--- config.mk ---
export PLATFORM = sky130hd
export DESIGN_NAME = one_to_two_distributor
export DESIGN_NICKNAME = d
export VERILOG_FILES = /design/src/rtl/one_to_two_distributor.sv
export SDC_FILE = /design/constraint.sdc
export NUM_CORES = 1
export LEC_CHECK = 0
export CAP_MARGIN = 10
export CORE_ASPECT_RATIO = 1.75
export CORE_UTILIZATION = 35
export CTS_BUF_LIST = sky130_fd_sc_hd__clkbuf_4 sky130_fd_sc_hd__clkbuf_8 sky130_fd_sc_hd__clkbuf_16
export CTS_CLUSTER_SIZE = 14
export DETAILED_ROUTE_END_ITERATION = 7
export MAX_ROUTING_LAYER = met4
export PLACE_DENSITY = 0.61
export RECOVER_POWER = 100
export SETUP_SLACK_MARGIN = 0.02
export SYNTH_ARGS = -nofsm -noshare
export SYNTH_HDL_FRONTEND = slang
export SYNTH_SLANG_ARGS = --single-unit
--- constraint.sdc ---
create_clock -name CLK -period 3.1 [get_ports CLK]
set_clock_uncertainty 0.15 [all_clocks]
set_input_delay 0.62 -clock CLK [delete_from_list [all_inputs] [get_ports CLK]]
set_output_delay 0.62 -clock CLK [all_outputs]
set_load 0.03 [all_outputs]
--- src/rtl/one_to_two_distributor.sv ---
// Steers one producer word stream to one of two consumers, each behind its own
// small FIFO, so a stalled consumer only holds back words destined for it.

module distributor_fifo #(
    parameter int WIDTH = 32,
    parameter int DEPTH = 2,
    parameter int CW    = 2
) (
    input  logic             clk,
    input  logic             rst_n,
    input  logic             push,
    input  logic [WIDTH-1:0] push_data,
    input  logic             pop_ready,
    output logic [WIDTH-1:0] head,
    output logic             valid,
    output logic [CW-1:0]    count
);
    localparam int PW = CW - 1;

    logic [WIDTH-1:0] mem_q [DEPTH];
    logic [WIDTH-1:0] mem_d [DEPTH];
    logic [PW-1:0]    wr_ptr_q, wr_ptr_d;
    logic [PW-1:0]    rd_ptr_q, rd_ptr_d;
    logic [CW-1:0]    count_q, count_d;
    logic             pop;

    // Caller guarantees push is never raised while full; pop is ignored when empty.
    always_comb begin
        pop      = pop_ready && (count_q != '0);
        mem_d    = mem_q;
        wr_ptr_d = wr_ptr_q;
        rd_ptr_d = rd_ptr_q;
        if (push) begin
            mem_d[wr_ptr_q] = push_data;
            wr_ptr_d        = wr_ptr_q + PW'(1);
        end
        if (pop) begin
            rd_ptr_d = rd_ptr_q + PW'(1);
        end
        count_d = count_q + CW'(push) - CW'(pop);
    end

    always_ff @(posedge clk or negedge rst_n) begin
        if (!rst_n) begin
            for (int i = 0; i < DEPTH; i++) begin
                mem_q[i] <= '0;
            end
            wr_ptr_q <= '0;
            rd_ptr_q <= '0;
            count_q  <= '0;
        end else begin
            mem_q    <= mem_d;
            wr_ptr_q <= wr_ptr_d;
            rd_ptr_q <= rd_ptr_d;
            count_q  <= count_d;
        end
    end

    assign head  = mem_q[rd_ptr_q];
    assign valid = (count_q != '0);
    assign count = count_q;
endmodule

module one_to_two_distributor #(
    parameter  int WIDTH = 32,
    parameter  int DEPTH = 2,
    localparam int CW    = $clog2(DEPTH) + 1
) (
    input  logic             CLK,
    input  logic             RST_n,
    input  logic [WIDTH-1:0] DataInput,
    input  logic             Control,
    input  logic             InValid,
    output logic             InReady,
    output logic [WIDTH-1:0] ZeroOutput,
    output logic             ZeroValid,
    input  logic             ZeroReady,
    output logic [WIDTH-1:0] OneOutput,
    output logic             OneValid,
    input  logic             OneReady,
    output logic [CW-1:0]    ZeroCount,
    output logic [CW-1:0]    OneCount
);
    logic accept;
    logic push_zero;
    logic push_one;

    // Readiness looks only at the selected FIFO's registered count, never at consumer ready.
    always_comb begin
        InReady   = Control ? (OneCount != CW'(DEPTH)) : (ZeroCount != CW'(DEPTH));
        accept    = InValid && InReady;
        push_zero = accept && !Control;
        push_one  = accept && Control;
    end

    distributor_fifo #(.WIDTH(WIDTH), .DEPTH(DEPTH), .CW(CW)) u_zero_fifo (
        .clk       (CLK),
        .rst_n     (RST_n),
        .push      (push_zero),
        .push_data (DataInput),
        .pop_ready (ZeroReady),
        .head      (ZeroOutput),
        .valid     (ZeroValid),
        .count     (ZeroCount)
    );

    distributor_fifo #(.WIDTH(WIDTH), .DEPTH(DEPTH), .CW(CW)) u_one_fifo (
        .clk       (CLK),
        .rst_n     (RST_n),
        .push      (push_one),
        .push_data (DataInput),
        .pop_ready (OneReady),
        .head      (OneOutput),
        .valid     (OneValid),
        .count     (OneCount)
    );
endmodule

# == Word-level counts from Yosys, hierarchy flattened ==
# Cells that the tools add are included.
# word_totals
elab_cells,53
input_bits,38
out_inout_bits,71
register_bits,136
# classes
n_reduce_logical,10
eq_ne,2
n_addsub,8
magnitude_cmp,6
n_bitwise,4
muxes,13
# op_table
op,count
32-bit 2-to-1 mux,8
64-bit bitwise mux,2
32-bit demux with 1-bit select,2
"2-bit >= comparator, second input constant",4
1-bit inverter with 2-bit output,4
1-bit logical AND,7
"1-bit adder, second input constant",4
2-bit by 1-bit adder with 2-bit output,2
"2-bit by 1-bit less-than comparator with 1-bit output, second input constant",2
"2-bit inequality test, second input constant",2
2-bit nonzero test,2
2-bit by 1-bit subtractor with 2-bit output,2
1-bit logical NOT,1
1-bit 2-to-1 mux,1

# == Logic depth before layout (Yosys ltp) ==
# Gate-level depths: netlist (run 1).
# logic_depth
word_depth,6
ltp_mapped,7

# == Modules after synthesis ==
# From an unflattened synthesis (run 1), not the netlist that was laid out.
# unflattened
cells_unflattened,381
hier_area_um2,6020.8
# modules_own_cells
mod,seq_area_each_um2,instances,cells_per_inst,area_each_um2
distributor_fifo,1701.6,2,187,2987.9
one_to_two_distributor,0.0,1,7,45.0

# == Least setup slack after synthesis (run 1) ==
# Ideal clock, no wire load.
# synth_timing
kind,reg2reg
from,reg u_one_fifo.count_q[0] (netlist: u_one_fifo.count[0])
to,reg u_one_fifo.count_q[1] (netlist: u_one_fifo.count[1])
stages_incl_launch_ff,8
n_path_buf,0
arrival_time_ns,1.843
setup_ns,0.135
slack_ns,0.972
path_cell_list,dfrtp_1 -> or2_2 -> and2_1 -> ha_1 -> inv_1 -> ha_1 -> xnor2_1 -> xnor2_1
# synth_lines
element,line,rtl
from (decl),24,"logic [CW-1:0] count_q, count_d;"
from (signal assigned),55,count_q <= count_d;
2-bit nonzero test,n/a,
net OneValid,79,"output logic OneValid,"
1-bit logical AND,29,pop = pop_ready && (count_q != '0);
net u_one_fifo.pop,25,logic pop;
2-bit by 1-bit subtractor with 2-bit output,40,count_d = count_q + CW'(push) - CW'(pop);
net u_one_fifo.count_d[1],24,
# The timed path passes the listed nets, and every way through them passes these cells.
# A chain may end at the register's enable or synchronous reset.

# == Worst setup path in the final report (run 1) ==
# layout_timing
from,reg u_zero_fifo.rd_ptr_q
to,out ZeroOutput[12]
# layout_via
elab_chain_cells,4
# layout_lines
element,line,rtl
from (decl),23,"logic [PW-1:0] rd_ptr_q, rd_ptr_d;"
from (signal assigned),54,rd_ptr_q <= rd_ptr_d;
1-bit inverter with 2-bit output (implied by the code),59,assign head = mem_q[rd_ptr_q];
32-bit 2-to-1 mux (implied by the code) (3 in series),59,
to (decl),75,"output logic [WIDTH-1:0] ZeroOutput,"
# Every way passes these cells. The select of a mux whose other input is x is not followed.

==> flow_summary.json, run 1 <==
{
  "slew_headroom": 0.0242,
  "synth_area_mm2": 0.00596,
  "grt_max_degree": 59,
  "multi_input_area_mm2": 0.00240,
  "final_layout_size_suffix_gt1_frac": 0.454,
  "syn_nets": 423,
  "wl_mm": 12.9,
  "fillerInstances": 1488,
  "final_cell_mix": "mux2_2 (185), dfrtp_1 (134), clkdlybuf4s50_1 (76)",
  "synth_ff_type": "dfrtp_1",
  "hold_buffers": 0,
  "numCtsBuffers": 17,
  "crit_arrival_ns": 2.21,
  "crit_chain": "buf_2 -> mux2_1 -> clkdlybuf4s50_1",
  "drv_slew": 0,
  "grt_usage": 0.166,
  "hold_viol_final": 0,
  "fin_crit_ns": 2.98,
  "port_buffers": 108,
  "crit_type": "reg -> out",
  "final_common_cell": "mux2_2",
  "p_total_uw": 10300,
  "syn-mean-instance-area_um2": 15.6,
  "cts_resized": 0,
  "antenna_found_initial": 0,
  "clock_sinks": 136,
  "drc_errors": 0,
  "place.gp.congestion": 0.697,
  "rsz0062_at_grt": "no",
  "clock_path_buffers": 2,
  "crit_fanout": 18,
  "num_rows": 62,
  "fin_crit_sh": 0.962,
  "synth_top_cell_by_area": "dfrtp_1",
  "synth-edff-count": 0,
  "worst_pin_slew_ns": 1.46,
  "die_area_mm2": 0.0176,
  "area_growth_pct": 32.2,
  "antenna_cells": 0,
  "powerDensity_mw_per_mm2": 1310,
  "nets": 539,
  "grt_pass1_vias": 4108,
  "ir_worst_vdd_v": 0.000639,
  "clock_latency_ns": 0.40,
  "status": "complete, no violations",
  "crit_path_end_kind": "output pin",
  "slowest_delay_ns": 0.60,
  "clk_pin_slew_worst_paths_ns": 0.06,
  "synth_cells": 381,
  "dr.pass1.iters": 4,
  "fin_util": 0.477,
  "use_met3": 0.0496,
  "ant_nets": 0,
  "routedWlPerCell_um": 17.6,
  "pin_count": 109,
  "leakage_uw": 0.00330,
  "cp_top_family": "buffers and inverters",
  "dieWidth_um": 101,
  "cts_tree": "yes",
  "die_h_um": 175,
  "cts-htree-levels": 4,
  "hold_ws_ns": 0.337,
  "hold_class": "reg -> reg",
  "routed_via_density": 4.80,
  "cp.required_ns": 2.33,
  "netlist_top_cells_area": "dfrtp_1 (57%), mux2_2 (36%), buf_2 (0.92%)",
  "slowest_stage": "clkdlybuf4s50_1",
  "worstPathBufferInverterCount": 2,
  "setup_tns_ns": 0,
  "finalSetupViolCount": 0,
  "grtUsageMet2": 0.285,
  "start_util": 0.361,
  "busiest_layer": "met2",
  "grt_util_met1": 0.184,
  "post-cts-setup-buffers": 0,
  "grt_overflow": 0,
  "ys.warnings.count": 0,
  "startpoint_type": "flip-flop",
  "grt_first_pass_wirelength_mm": 21.3,
  "cap_violations": 0,
  "ys_seq_elements": 136,
  "synth-seq-area-share": 0.571,
  "drtIter0Drc": 54,
  "dpl.hpwl_mm": 8.39,
  "core-area_mm2": 0.0165,
  "root_buffer": "clkbuf_16",
  "synth_top_area_frac": 0.571,
  "seq_area_mm2": 0.00341,
  "synth_cell_types": 22,
  "vias": 3522,
  "ys_async_sr_fraction": 1.00,
  "fmaxAchievable_ghz": 0.335
}
registers in the layout, summed over array words and instances (netlist names):
name	cells
u_one_fifo.count	2
u_one_fifo.mem_q	64
u_one_fifo.rd_ptr_q	1
u_one_fifo.wr_ptr_q	1
u_zero_fifo.count	2
u_zero_fifo.mem_q	64
u_zero_fifo.rd_ptr_q	1
u_zero_fifo.wr_ptr_q	1
worst reg2reg max path: cells and delay by family, from the launching register on:
family	cells	cell delay, ns
mux	1	0.43
buf+inv	1	0.85
flops	1	0.42
simple gates	2	0.50
cell usage after synthesis, types with 2 or more instances:
library cell and n:
dfrtp_1 136, xor2_1 4, ha_1 4, inv_1 4
mux2_1 4, buf_2 11, nor2b_1 2, nand2b_1 2
and2_1 4, or2_2 2, xnor2_1 4, clkbuf_1 3
mux2_2 188, buf_4 3, buf_6 3
metal layers:
metal,wire (µm),share of wire
met5,0,0
met4,135,0.010
met3,567,0.044
met2,7020,0.55
met1,5160,0.40
final timing paths:
check	start	end	slack, ns	depth (start not counted)
setup / recovery	u_zero_fifo.rd_ptr_q$_DFFE_PN0P_	ZeroOutput[12]	0.12	3
hold / removal	u_one_fifo.mem_q[38]$_DFFE_PN0P_	u_one_fifo.mem_q[38]$_DFFE_PN0P_	0.34	1
setup reg to reg	u_zero_fifo.count[1]$_DFF_PN0_	u_zero_fifo.mem_q[41]$_DFFE_PN0P_	0.63	4
hold reg to reg	u_one_fifo.mem_q[38]$_DFFE_PN0P_	u_one_fifo.mem_q[38]$_DFFE_PN0P_	0.34	1
max in group asynchronous	RST_n	u_zero_fifo.mem_q[5]$_DFFE_PN0P_	0.88	2
min in group asynchronous	RST_n	u_zero_fifo.mem_q[1]$_DFFE_PN0P_	0.40	1
per-stage QoR:
stage	instance area (µm²)	setup WS, ns	cells
6_report	7880	0.117	733
5_1_grt	7880	0.0403	733
4_1_cts	7970	0.0857	733
3_5_place_dp	7350	0.256	702
3_3_place_gp	7350	0.243	702
2_1_floorplan	5960	0.972	381
area by class of cell:
| type | instances | area share |
|---|---|---|
| clock buffer | 24 | 0.0647 |
| clock inverter | 7 | 0.0146 |
| inverter | 4 | 0.00191 |
| multi-input combinational | 221 | 0.304 |
| sequential | 136 | 0.432 |
| tap | 224 | 0.0356 |
| timing repair buffer | 117 | 0.146 |
report_power, final:
group	switching [µW]	internal, µW	leakage, µW
combinational	2580	2510	0.00138
clock	707	1380	0.000305
sequential	467	2690	0.00161
total	3760	6580	0.00330
logic make-up (layout without fill, tap and decap cells):
group           count (synthesis)  in the layout  share of synthesized area
buf+inv                        24            152                     0.0231
simple gates                   16             16                     0.0218
flops                         136            136                      0.571
mux                           192            192                      0.363
fa+ha+maj                       4              4                    0.00840
compound gates                  1              1                   0.000839
xor+xnor                        8              8                     0.0118
No activity file was read; power rests on OpenSTA's default activity.
==> run 2, diff against run 1 <==
--- a/config.mk
+++ b/config.mk
@@ -12,7 +12,7 @@
 export CTS_CLUSTER_SIZE = 14
 export DETAILED_ROUTE_END_ITERATION = 7
 export MAX_ROUTING_LAYER = met4
-export PLACE_DENSITY = 0.61
+export PLACE_DENSITY_LB_ADDON = 0.2
 export RECOVER_POWER = 100
 export SETUP_SLACK_MARGIN = 0.02
 export SYNTH_ARGS = -nofsm -noshare
==> flow_summary.json, run 2 (synthesis gave the netlist of run 1 again) <==
{
  "place.gp.congestion": 0.688,
  "use_met3": 0.0440,
  "setup_ws_ns": 0.117,
  "final_common_cell": "mux2_2",
  "place_ws_ns": 0.249,
  "ir_worst_vdd_v": 0.000726,
  "crit_fanout": 20,
  "grtUsageMet2": 0.293,
  "die_h_um": 175,
  "drc_errors": 0,
  "startpoint_type": "flip-flop",
  "fin_crit_sh": 0.962,
  "dr.pass1.iters": 4,
  "hold_class": "reg -> reg",
  "drtIter0Drc": 57,
  "clk_pin_slew_worst_paths_ns": 0.06,
  "powerDensity_mw_per_mm2": 1320,
  "vias": 3488,
  "fin_area_mm2": 0.00793,
  "setup_tns_ns": 0,
  "drv_slew": 0,
  "crit_path_end_kind": "output pin",
  "crit_type": "reg -> out",
  "hold_buffers": 0,
  "port_buffers": 108,
  "cts_resized": 0,
  "stdcell_count": 736,
  "clock_latency_ns": 0.40,
  "routed_via_density": 4.74,
  "nets": 541,
  "root_buffer": "clkbuf_16",
  "antenna_found_initial": 0,
  "grt_pass1_vias": 3964,
  "dpl.hpwl_mm": 8.31,
  "placed_area_mm2": 0.00734,
  "grt_first_pass_wirelength_mm": 20.9,
  "clock_path_buffers": 2,
  "grt_util_met1": 0.177,
  "top_regs": "u_one_fifo.mem_q: 64 flops, u_zero_fifo.mem_q: 64 flops",
  "busiest_layer": "met2",
  "grt_usage": 0.165,
  "antenna_cells": 0,
  "cts-htree-levels": 4,
  "cp.required_ns": 2.33,
  "die_area_mm2": 0.0176,
  "ant_nets": 0,
  "fin_crit_ns": 2.98,
  "numCtsBuffers": 17,
  "rsz0062_at_grt": "no",
  "start_util": 0.361,
  "fmaxAchievable_ghz": 0.335,
  "finalSetupViolCount": 0,
  "worst_pin_slew_ns": 1.34,
  "post-cts-setup-buffers": 0,
  "fillerInstances": 1472,
  "dieWidth_um": 101,
  "grt_max_degree": 61,
  "wl_mm": 12.8,
  "dp_cells": 704,
  "pin_count": 109,
  "cap_violations": 0,
  "final_cell_mix": "mux2_2 (186), dfrtp_1 (134), clkdlybuf4s50_1 (57)",
  "slew_headroom": 0.106,
  "crit_arrival_ns": 2.21,
  "status": "complete, no violations",
  "routedWlPerCell_um": 17.5,
  "hold_viol_final": 0,
  "area_growth_pct": 33.1,
  "final_layout_size_suffix_gt1_frac": 0.453,
  "num_rows": 62,
  "core-area_mm2": 0.0165,
  "cts_tree": "yes",
  "grt_overflow": 0,
  "leakage_uw": 0.00334,
  "clock_sinks": 136
}
run 2: cell types whose count changed in the layout (fill, tap and decap cells not counted), moves of 2 or more:
cell | before | now
dlygate4sd3_1 | 31 | 50
clkbuf_1 | 0 | 3
clkinv_4 | 0 | 2
clkdlybuf4s50_1 | 76 | 57
bufinv_16 | 3 | 6
clkbuf_8 | 5 | 1
clkbuf_4 | 2 | 5
run 2: metal layers:
metal / wire (µm) / vias to the layer above
met1: 5120 / 1812
met3: 441 / 8
met5: 0 / -
met4: 110 / 0
li1: - / 1590
met2: 7170 / 78
run 2: path summary, 6_finish.rpt:
kind	slack (ns)	startpoint	end	cells past startpoint
hold reg to reg	0.33	u_one_fifo.mem_q[37]$_DFFE_PN0P_	u_one_fifo.mem_q[37]$_DFFE_PN0P_	1
setup reg to reg	0.69	u_zero_fifo.count[1]$_DFF_PN0_	u_zero_fifo.mem_q[56]$_DFFE_PN0P_	4
max in group asynchronous	0.78	RST_n	u_one_fifo.rd_ptr_q$_DFFE_PN0P_	2
min in group asynchronous	0.36	RST_n	u_zero_fifo.mem_q[3]$_DFFE_PN0P_	1
hold / removal	0.33	u_one_fifo.mem_q[37]$_DFFE_PN0P_	u_one_fifo.mem_q[37]$_DFFE_PN0P_	1
setup / recovery	0.12	u_one_fifo.rd_ptr_q$_DFFE_PN0P_	OneOutput[28]	3
run 2: cell type report:
| class | instances | area (µm²) | area share |
|---|---|---|---|
| repair buffers | 119 | 1150 | 0.145 |
| flip-flops and latches | 136 | 3410 | 0.430 |
| well taps | 224 | 280 | 0.0353 |
| inverters | 4 | 15.0 | 0.00189 |
| multi-input cells | 221 | 2400 | 0.302 |
| clock inverters | 11 | 219 | 0.0276 |
| clock buffers | 21 | 462 | 0.0582 |
run 2: through the flow:
stage	hold WS (ns)	total power (µW)	utilization
2_1_floorplan	0.174	6540	-
3_3_place_gp	0.314	8410	0.444
3_5_place_dp	0.321	8500	0.444
4_1_cts	0.0187	10900	0.485
5_1_grt	0.356	11100	0.480
6_report	0.331	10500	0.480
run 2: report_power, final:
group	total, µW	switching, µW	internal (µW)
clock	2310	748	1560
sequential	3170	476	2690
combinational	5000	2550	2440
total	10500	3780	6700
run 2: worst max-delay path, stage by stage, from the launching register on:
cell and delay (ns):
dfrtp_2 0.36, clkbuf_4 0.34, mux2_2 0.41, dlygate4sd3_1 0.69
